<file path="src/rtl/fetch_pkg.sv">
// Shared fetch-stage types and constants; the opcode values are also used by the controller.
package fetch_pkg;

  typedef enum logic [1:0] {
    IDLE,
    RUN,
    FLUSH
  } fetch_state_t;

  localparam logic [31:0] NOP_INSTR = 32'h0000_0013;

  localparam logic [6:0] OP_LOAD  = 7'b0000011;
  localparam logic [6:0] OP_STORE = 7'b0100011;
  localparam logic [6:0] OP_IMM   = 7'b0010011;
  localparam logic [6:0] OP_REG   = 7'b0110011;

endpackage

</file>
<file path="src/rtl/fetch_buffer.sv">
// Synchronous FIFO of {PC, instruction} pairs with a whole-buffer flush.
module fetch_buffer #(
  parameter int unsigned DEPTH    = 2,
  parameter int unsigned PC_WIDTH = 32
) (
  input  logic                             clk,
  input  logic                             rst_n,
  input  logic                             flush,
  input  logic                             push,
  input  logic [PC_WIDTH-1:0]              push_pc,
  input  logic [31:0]                      push_instr,
  input  logic                             pop,
  output logic [PC_WIDTH-1:0]              head_pc,
  output logic [31:0]                      head_instr,
  output logic [$clog2(DEPTH+1)-1:0]       count
);

  localparam int unsigned AW = $clog2(DEPTH);
  localparam int unsigned CW = $clog2(DEPTH+1);

  logic [PC_WIDTH-1:0] pc_mem    [DEPTH];
  logic [31:0]         instr_mem [DEPTH];
  logic [AW-1:0]       wr_ptr;
  logic [AW-1:0]       rd_ptr;

  // Pointers wrap naturally because DEPTH is a power of two.
  always_ff @(posedge clk or negedge rst_n) begin
    if (!rst_n) begin
      wr_ptr <= '0;
      rd_ptr <= '0;
      count  <= '0;
    end else if (flush) begin
      wr_ptr <= '0;
      rd_ptr <= '0;
      count  <= '0;
    end else begin
      if (push) wr_ptr <= wr_ptr + AW'(1);
      if (pop)  rd_ptr <= rd_ptr + AW'(1);
      count <= count + CW'(push) - CW'(pop);
    end
  end

  always_ff @(posedge clk) begin
    if (push && !flush) begin
      pc_mem[wr_ptr]    <= push_pc;
      instr_mem[wr_ptr] <= push_instr;
    end
  end

  assign head_pc    = pc_mem[rd_ptr];
  assign head_instr = instr_mem[rd_ptr];

endmodule

</file>
<file path="src/rtl/instr_fetch.sv">
// Instruction-fetch stage: PC ownership, credit-limited imem requests, in-order
// response buffering and redirect flush with stale-response dropping.
module instr_fetch
  import fetch_pkg::*;
#(
  parameter int unsigned         PC_WIDTH   = 32,
  parameter logic [PC_WIDTH-1:0] RESET_PC   = '0,
  parameter int unsigned         FIFO_DEPTH = 2
) (
  input  logic                clk,
  input  logic                rst_n,
  output logic                imem_req_valid,
  input  logic                imem_req_ready,
  output logic [PC_WIDTH-1:0] imem_req_addr,
  input  logic                imem_rsp_valid,
  input  logic [31:0]         imem_rsp_data,
  input  logic                Redirect,
  input  logic [PC_WIDTH-1:0] RedirectPC,
  output logic                inst_valid,
  input  logic                inst_ready,
  output logic [31:0]         Instruction,
  output logic [PC_WIDTH-1:0] InstPC,
  output logic [6:0]          Opcode
);

  localparam int unsigned CW  = $clog2(FIFO_DEPTH+1);
  localparam logic [CW:0] CAP = (CW+1)'(FIFO_DEPTH);

  fetch_state_t        state;
  logic [PC_WIDTH-1:0] fetch_pc;
  logic [PC_WIDTH-1:0] rsp_pc;
  logic [PC_WIDTH-1:0] target;
  logic [CW-1:0]       outstanding;
  logic [CW-1:0]       drop_cnt;
  logic [CW-1:0]       out_next;
  logic [CW-1:0]       buf_count;
  logic [PC_WIDTH-1:0] head_pc;
  logic [31:0]         head_instr;
  logic                fire;
  logic                rsp;
  logic                push;
  logic                pop;

  // Credit covers both in-flight and buffered entries, so the buffer cannot overflow.
  assign imem_req_valid = (state == RUN) && (({1'b0, outstanding} + {1'b0, buf_count}) < CAP);
  assign imem_req_addr  = fetch_pc;

  assign fire     = imem_req_valid && imem_req_ready;
  assign rsp      = imem_rsp_valid && (outstanding != '0);
  assign push     = rsp && (drop_cnt == '0) && !Redirect;
  assign pop      = inst_valid && inst_ready;
  assign out_next = outstanding + CW'(fire) - CW'(rsp);
  assign target   = RedirectPC & ~PC_WIDTH'(3);

  always_ff @(posedge clk or negedge rst_n) begin
    if (!rst_n) begin
      state       <= IDLE;
      fetch_pc    <= RESET_PC;
      rsp_pc      <= RESET_PC;
      outstanding <= '0;
      drop_cnt    <= '0;
    end else begin
      outstanding <= out_next;
      if (Redirect) begin
        // Everything still owed by memory after this cycle is stale.
        fetch_pc <= target;
        rsp_pc   <= target;
        drop_cnt <= out_next;
        state    <= (out_next != '0) ? FLUSH : RUN;
      end else begin
        if (fire) fetch_pc <= fetch_pc + PC_WIDTH'(4);
        if (push) rsp_pc   <= rsp_pc + PC_WIDTH'(4);
        if (rsp && (drop_cnt != '0)) drop_cnt <= drop_cnt - CW'(1);
        case (state)
          IDLE:    state <= RUN;
          RUN:     state <= RUN;
          FLUSH: begin
            if ((drop_cnt == '0) || (rsp && (drop_cnt == CW'(1)))) state <= RUN;
          end
          default: state <= IDLE;
        endcase
      end
    end
  end

  fetch_buffer #(
    .DEPTH    (FIFO_DEPTH),
    .PC_WIDTH (PC_WIDTH)
  ) u_buffer (
    .clk        (clk),
    .rst_n      (rst_n),
    .flush      (Redirect),
    .push       (push),
    .push_pc    (rsp_pc),
    .push_instr (imem_rsp_data),
    .pop        (pop),
    .head_pc    (head_pc),
    .head_instr (head_instr),
    .count      (buf_count)
  );

  assign inst_valid  = (buf_count != '0);
  assign Instruction = inst_valid ? head_instr : NOP_INSTR;
  assign InstPC      = inst_valid ? head_pc : '0;
  assign Opcode      = Instruction[6:0];

endmodule
</file>
<file path="config.mk">
export PLATFORM = sky130hd
export DESIGN_NAME = instr_fetch
export DESIGN_NICKNAME = d
export VERILOG_FILES = /design/src/rtl/fetch_pkg.sv /design/src/rtl/fetch_buffer.sv /design/src/rtl/instr_fetch.sv
export SDC_FILE = /design/constraint.sdc
export NUM_CORES = 1
export LEC_CHECK = 0
export BUFFER_PORTS_ARGS = -buffer_cell sky130_fd_sc_hd__buf_2
export CAP_MARGIN = 20
export CORE_MARGIN = 3
export CORE_UTILIZATION = 45
export CTS_CLUSTER_DIAMETER = 150
export CTS_CLUSTER_SIZE = 8
export DETAILED_ROUTE_END_ITERATION = 6
export MAX_ROUTING_LAYER = met4
export PLACE_DENSITY = 0.7
export SYNTH_ARGS = -nofsm -noshare
export SYNTH_HDL_FRONTEND = slang
export SYNTH_SLANG_ARGS = --single-unit
</file>
<file path="constraint.sdc">
create_clock -name clk -period 7.9 [get_ports clk]
set_input_delay 0.79 -clock clk [delete_from_list [all_inputs] [get_ports clk]]
set_output_delay 0.79 -clock clk [all_outputs]
set_load 0.01 [all_outputs]
</file>
==> summary.md, run 1 <==
| Metric | Value |
|---|---|
| Fmax | 298 MHz |
| Most area-consuming cells after synthesis | edfxtp_1, dfrtp_1, mux2i_1 |
| Max Buffers Root-to-Sink | 2 |
| Die width | 147 um |
| Ports | 175 |
| Post-synth top area share | 41.5% |
| Mapped Area | 8970 sq um |
| YS warnings | 0 |
| Gr usage total | 19.0% |
| Initial Utilization | 45.9% |
| Worst EP required | 8.24 ns |
| Final period util | 42.5% |
| Crit path capture type | register |
| CP Launch Point | outstanding[0] |
| Startpoint Class | register |
| Combinational share of power | 31.9% |
| DR vias/cell | 5.51 |
| Worst-path cell chain | and2_1 > fa_1 > or4b_4 > inv_1 > nand2_1 > ha_1 > inv_1 > ha_1 > xor3_1 > o21ai_0 > nand2_1 > a31oi_1 |
| Setup TNS | 0 ns |
| Minimum clock period | 3.35 ns |
| Worst skew pair latency | 0.42 ns |
| Post-synth EDFFs | 124 |
| Iter 0 DRT Violations | 389 |
| Die area | 21,700 sq um |
| Clock buffer count from CTS | 17 |
| Reported net switching power | 1.05 mW |
| Async set-or-reset flop fraction in the synthesized netlist | 36.1% |
| Critical path's slowest cell | or4b_4 |
| RD Place Congestion | 0.944 |
| Routed len/inst | 17.1 um |
| Power per standard cell area | 298 nW/um^2 |
| Clk root buf | clkbuf_16 |
| Leading area contributor after synthesis | edfxtp_1 |
| DR vias | 6,397 |
| Layout area overhead | 17.9% |
| Fin area | 10,600 sq um |
| Area after DPL | 9980 sq um |
| Worst r2r src | outstanding[0] |
| Initial antenna violation count | 0 |
| Largest net degree at the start of global routing | 75 |
| Share of layout cells above drive strength 1 | 25.8% |
| CP Max Fanout | 12 |
| Synth cell count leaders | edfxtp_1, nor2_1, dfrtp_1 |
| Area of the core | 19,500 sq um |
| CTS Sinks | 194 |
| Final setup vio count | 0 |
| Worst slew pin tran | 0.983 ns |
| Worst hold start | state[0] |
| # H-tree levels | 4 |
| RSZ-0062 raised after global routing | false |
| Synth Area per Inst | 12.3 sq um |
| Filler Cell Count | 1,716 |
| Hold-fix buffers, CTS | 0 |
| Post-route ant nets | 0 |
| Max Slew Vio Count | 0 |
| P_int | 2.11 mW |
| Most frequent cell after synthesis | edfxtp_1 |
| Final hold vios | 0 |
| DRC violations left | 0 |
| Gr ovfl total | 0 |
| DR pass1 iterations | 5 |
| WP data arrival | 3.69 ns |
| Dominant synthesized flop cell | edfxtp_1 |
| Mapped Cells | 732 |
| Detailed placement HPWL | 13,200 um |
| CTS tree | done |
| Library cells used by synthesis | 60 |
| ANT cells | 0 |
| Global-route wire length before repair | 32,000 um |
| Sequential share of the synthesized area | 61.0% |
| Relative slew slack | 34.0% |
| Peak VDD IR | 181 uV |
| Worst Hold Class | register to register |
| Crit Path Class | register to register |
| Clk pin slew, worst setup/hold paths | 0.07 ns |
| Critical Path Max Stage Delay | 0.56 ns |
| FF+latch count, synth | 194 |
| Outcome | complete, no violations |
| # rows | 51 |
| Vias in the first global route | 6,128 |
| Post-CTS Setup Bufs | 0 |
| Switching Share | 33.2% |
| Clock power frac | 26.7% |
| Max-cap violations | 0 |
| Nets | 963 |
| Part of the power in registers | 41.5% |
| Resize count post-CTS | 0 |
| Final wirelength | 19,900 um |
| Clk_skew | 0.00889 ns |
| Lkg Pwr | 4.09 nW |
| Number of I/O port buffers | 168 |
| Die Height | 147 um |
-- through the flow --
stage | setup slack (ns) | power [mW] | hold WS [ns] | utilization, % | instances
final | 4.55 | 3.15 | 0.503 | 54.1 | 1162
after global routing | 4.34 | 3.34 | 0.513 | 54.1 | 1162
after CTS | 4.54 | 3.19 | 0.502 | 54.1 | 1161
after detailed placement | 4.58 | 2.34 | 0.488 | 51.1 | 1129
after global placement | 4.59 | 2.33 | 0.480 | 51.1 | 1129
after floorplan | 1.70 | 1.98 | 0.449 | - | 735
-- layer usage --
metal / global-route usage [%] / vias to the layer above / wire length [um]
met5: - / - / 0
met4: 6.62 / 0 / 401
met3: 3.42 / 26 / 1250
met2: 27.6 / 239 / 8840
met1: 27.2 / 3083 / 9400
li1: - / 3049 / -
-- layout by cell type (no fill, tap or decap), drive strengths merged, types with 3 or more instances in the layout --
| cell type | synthesis | layout |
|---|---|---|
| buf | 24 | 178 |
| edfxtp | 124 | 124 |
| nor2 | 94 | 94 |
| dfrtp | 70 | 70 |
| mux2i | 64 | 64 |
| clkbuf | 22 | 29 |
| nand2 | 27 | 27 |
| nand3 | 23 | 23 |
| nor3 | 22 | 22 |
| nand4 | 19 | 19 |
| a31oi | 19 | 19 |
| inv | 17 | 18 |
| a211oi | 17 | 17 |
| and4 | 17 | 17 |
| nor4 | 16 | 16 |
| xnor2 | 15 | 15 |
| a21oi | 12 | 12 |
| or4 | 12 | 12 |
| o21ai | 11 | 11 |
| mux2 | 11 | 11 |
| or3 | 11 | 11 |
| o31ai | 11 | 11 |
| and3 | 10 | 10 |
| ha | 8 | 8 |
| nor2b | 6 | 6 |
| xor2 | 6 | 6 |
| o311a | 5 | 5 |
| and2 | 4 | 4 |
| o31a | 4 | 4 |
| conb | 1 | 4 |
| a311oi | 3 | 3 |
| or2 | 3 | 3 |
-- final cells by class --
class / instances / area, sq um / area share (%)
tap: 265 / 332 / 3.14
timing repair buffer: 178 / 913 / 8.64
multi-input combinational: 476 / 3200 / 30.3
clock inverter: 3 / 43.8 / 0.414
sequential: 194 / 5480 / 51.8
clock buffer: 29 / 541 / 5.11
inverter: 17 / 63.8 / 0.604
-- critical path: cells and delay by family (launching register included) --
| family | cells | cell delay (ns) |
|---|---|---|
| XOR/XNOR | 1 | 0.26 |
| buffers and inverters | 2 | 0.35 |
| adder cells (fa/ha/maj) | 3 | 0.88 |
| AND/OR/NAND/NOR | 4 | 1.04 |
| flip-flops | 1 | 0.42 |
| AO/OA/AOI/OAI | 2 | 0.32 |
-- flip-flops by register name, summed over array words and instances, names as in the netlist --
signal and cells:
u_buffer.instr_mem 64, outstanding 2, u_buffer.pc_mem 60, u_buffer.count 2, u_buffer.wr_ptr 1, imem_req_addr 30, drop_cnt 2, u_buffer.rd_ptr 1
state 2, rsp_pc 30
-- power by group through the flow --
stage | Combinational (mW) | Sequential, mW | Clock (mW)
floorplan | 0.684 | 1.30 | 0
detailed placement | 1.02 | 1.32 | 0
global placement | 1.01 | 1.32 | 0
finish | 1.01 | 1.31 | 0.840
global route | 1.12 | 1.32 | 0.897
CTS | 1.03 | 1.30 | 0.861
-- cells by family after synthesis --
logic type | after synthesis | share of synthesized area [%]
AND/OR/NAND/NOR | 270 | 15.7
flip-flops | 194 | 61.0
AO/OA/AOI/OAI | 96 | 7.52
multiplexers | 75 | 8.52
buffers and inverters | 65 | 3.57
XOR/XNOR | 22 | 2.32
adder cells (fa/ha/maj) | 9 | 1.34
other | 1 | 0.0418
-- path summary, 6_finish.rpt --
kind / endpoint / slack [ns] / cells past startpoint
setup / recovery: state[0] / 4.55 / 12
hold / removal: state[0] / 0.50 / 1
setup reg to reg: state[0] / 4.55 / 12
hold reg to reg: state[0] / 0.50 / 1
max in group asynchronous: u_buffer.rd_ptr / 6.63 / 2
min in group asynchronous: imem_req_addr[31] / 0.58 / 2
Note: power is estimated with default switching activity, not from simulation.
==> inputs of run 2 (changes only) <==
--- a/config.mk
+++ b/config.mk
@@ -13,7 +13,7 @@
 export CTS_CLUSTER_SIZE = 8
 export DETAILED_ROUTE_END_ITERATION = 6
 export MAX_ROUTING_LAYER = met4
-export PLACE_DENSITY = 0.7
+export PLACE_DENSITY = 0.73
 export SYNTH_ARGS = -nofsm -noshare
 export SYNTH_HDL_FRONTEND = slang
 export SYNTH_SLANG_ARGS = --single-unit
==> constraint.sdc (replaced) <==
create_clock -name clk -period 3 [get_ports clk]
set_input_delay 0.3 -clock clk [delete_from_list [all_inputs] [get_ports clk]]
set_output_delay 0.3 -clock clk [all_outputs]
set_load 0.01 [all_outputs]
==> summary.md, run 2 (synthesis gave the netlist of run 1 again) <==
| Metric | Value |
|---|---|
| Outcome | complete, no violations |
| Max reg flops | 64 |
| Peak VDD IR | 460 uV |
| Die width | 147 um |
| Worst r2r src | u_buffer.count[0] |
| Critical path's slowest cell | or4_1 |
| Worst-path cell chain | and2_4 > fa_1 > or4b_4 > or4_1 > or2_4 > a211oi_1 |
| Final period util | 96.8% |
| Die Height | 147 um |
| RD Place Congestion | 0.922 |
| Critical Path Max Stage Delay | 0.69 ns |
| Iter 0 DRT Violations | 537 |
| DR vias/cell | 5.55 |
| Post-route ant nets | 0 |
| Startpoint Class | register |
| Routed len/inst | 17.3 um |
| Clk pin slew, worst setup/hold paths | 0.07 ns |
| Die area | 21,700 sq um |
| Nets | 972 |
| Lkg Pwr | 4.15 nW |
| Vias in the first global route | 6,132 |
| Detailed placement HPWL | 13,800 um |
| Gr ovfl total | 0 |
| Minimum clock period | 2.91 ns |
| Worst slew pin tran | 0.632 ns |
| Fmax | 344 MHz |
| Clock buffer count from CTS | 17 |
| Worst hold start | imem_rsp_data[7] |
| Power, Total | 8.51 mW |
| WP data arrival | 3.24 ns |
| DRC violations left | 0 |
| DR vias | 6,504 |
| Final setup margin | 0.0948 ns |
| CTS tree | done |
| CTS Sinks | 194 |
| Area after DPL | 10,100 sq um |
| Initial Utilization | 45.9% |
| Area of the core | 19,500 sq um |
| Crit Path Class | register to register |
| Max Buffers Root-to-Sink | 2 |
| Initial antenna violation count | 0 |
| Largest net degree at the start of global routing | 63 |
| Place WS | 0.0859 ns |
| DR pass1 iterations | 5 |
| Fin area | 10,700 sq um |
| Final setup vio count | 0 |
| Relative slew slack | 57.9% |
| Ports | 175 |
| Max Slew Vio Count | 0 |
| Worst Hold Class | primary input to register |
| Layout area overhead | 19.7% |
| Worst skew pair latency | 0.43 ns |
| Share of layout cells above drive strength 1 | 27.0% |
| # H-tree levels | 4 |
| Commonest cells after routing, fill and taps aside | buf_2, edfxtp_1, nor2_1 |
| Most common cell after layout, fill and taps aside | buf_2 |
| Clk_skew | 0.0110 ns |
| ANT cells | 0 |
| Crit path capture type | register |
| Largest registers | u_buffer.instr_mem x64, u_buffer.pc_mem x60 |
| Final hold vios | 0 |
| Clk root buf | clkbuf_16 |
| CP Max Fanout | 6 |
| Final wirelength | 20,300 um |
| Worst EP required | 3.33 ns |
| Top reg by flops | u_buffer.instr_mem |
| Power per standard cell area | 793 nW/um^2 |
| R2r setup slk | 0.09 ns |
| Max-cap violations | 0 |
| Number of I/O port buffers | 168 |
| # rows | 51 |
| Gr usage total | 19.0% |
| Global-route wire length before repair | 31,800 um |
| CP Launch Point | u_buffer.count[0] |
==> run 2: cell types whose count changed in the layout (fill, tap and decap cells not counted), moves of 3 or more <==
cell      change
buf_12        +3
buf_4         +6
clkbuf_4      -5
clkinv_4      +3
==> run 2: repair_timing <==
item	4_1_cts	5_1_grt
buffers inserted	0	0
resized for setup	0	6
hold buffers	1	0
hold endpoints to repair	23	0
endpoints found under the setup margin	0	6
==> run 2: report_power, final <==
part / internal, mW / total (mW) / switching (mW)
logic: 1.14 / 2.69 / 1.55
clock network: 1.36 / 2.32 / 0.957
registers: 3.16 / 3.50 / 0.342
total: 5.66 / 8.51 / 2.85
==> run 2: layer usage <==
metal	routed length (um)	GRT usage (%)
met1	9340	26.8
met2	9170	28.3
met3	1520	3.98
met4	261	5.36
met5	0	-
==> run 2: final timing paths <==
kind,to,cells after the start
worst max-delay path,imem_req_addr[29],6
worst min-delay path,u_buffer.instr_mem[1][7],1
worst max register to register,imem_req_addr[29],6
worst min register to register,state[0],1
max in group asynchronous,rsp_pc[30],3
min in group asynchronous,imem_req_addr[7],2
==> run 2: metrics by stage <==
stage | instances | util [%] | TNS [ns] | hold slack, ns
after floorplan | 735 | - | 0 | 0.00441
after global placement | 1138 | 51.7 | 0 | 0.326
after detailed placement | 1138 | 51.7 | 0 | 0.326
after CTS | 1171 | 54.9 | 0 | 0.0426
after global routing | 1171 | 55.0 | -0.0326 | 0.0420
final | 1171 | 55.0 | 0 | 0.0598
==> run 2: layout make-up <==
cell class,count,area [sq um]
inverters,17,63.8
clock buffers,20,457
multi-input cells,476,3230
clock inverters,12,155
fillers,1668,8790
well taps,265,332
flip-flops and latches,194,5480
repair buffers,187,1020
==> run 2: critical path, delay by kind of cell (launching register included) <==
kind | cells | cell delay [ns]
simple gates | 4 | 1.71
fa+ha+maj | 1 | 0.44
flops | 1 | 0.42
compound gates | 1 | 0.23
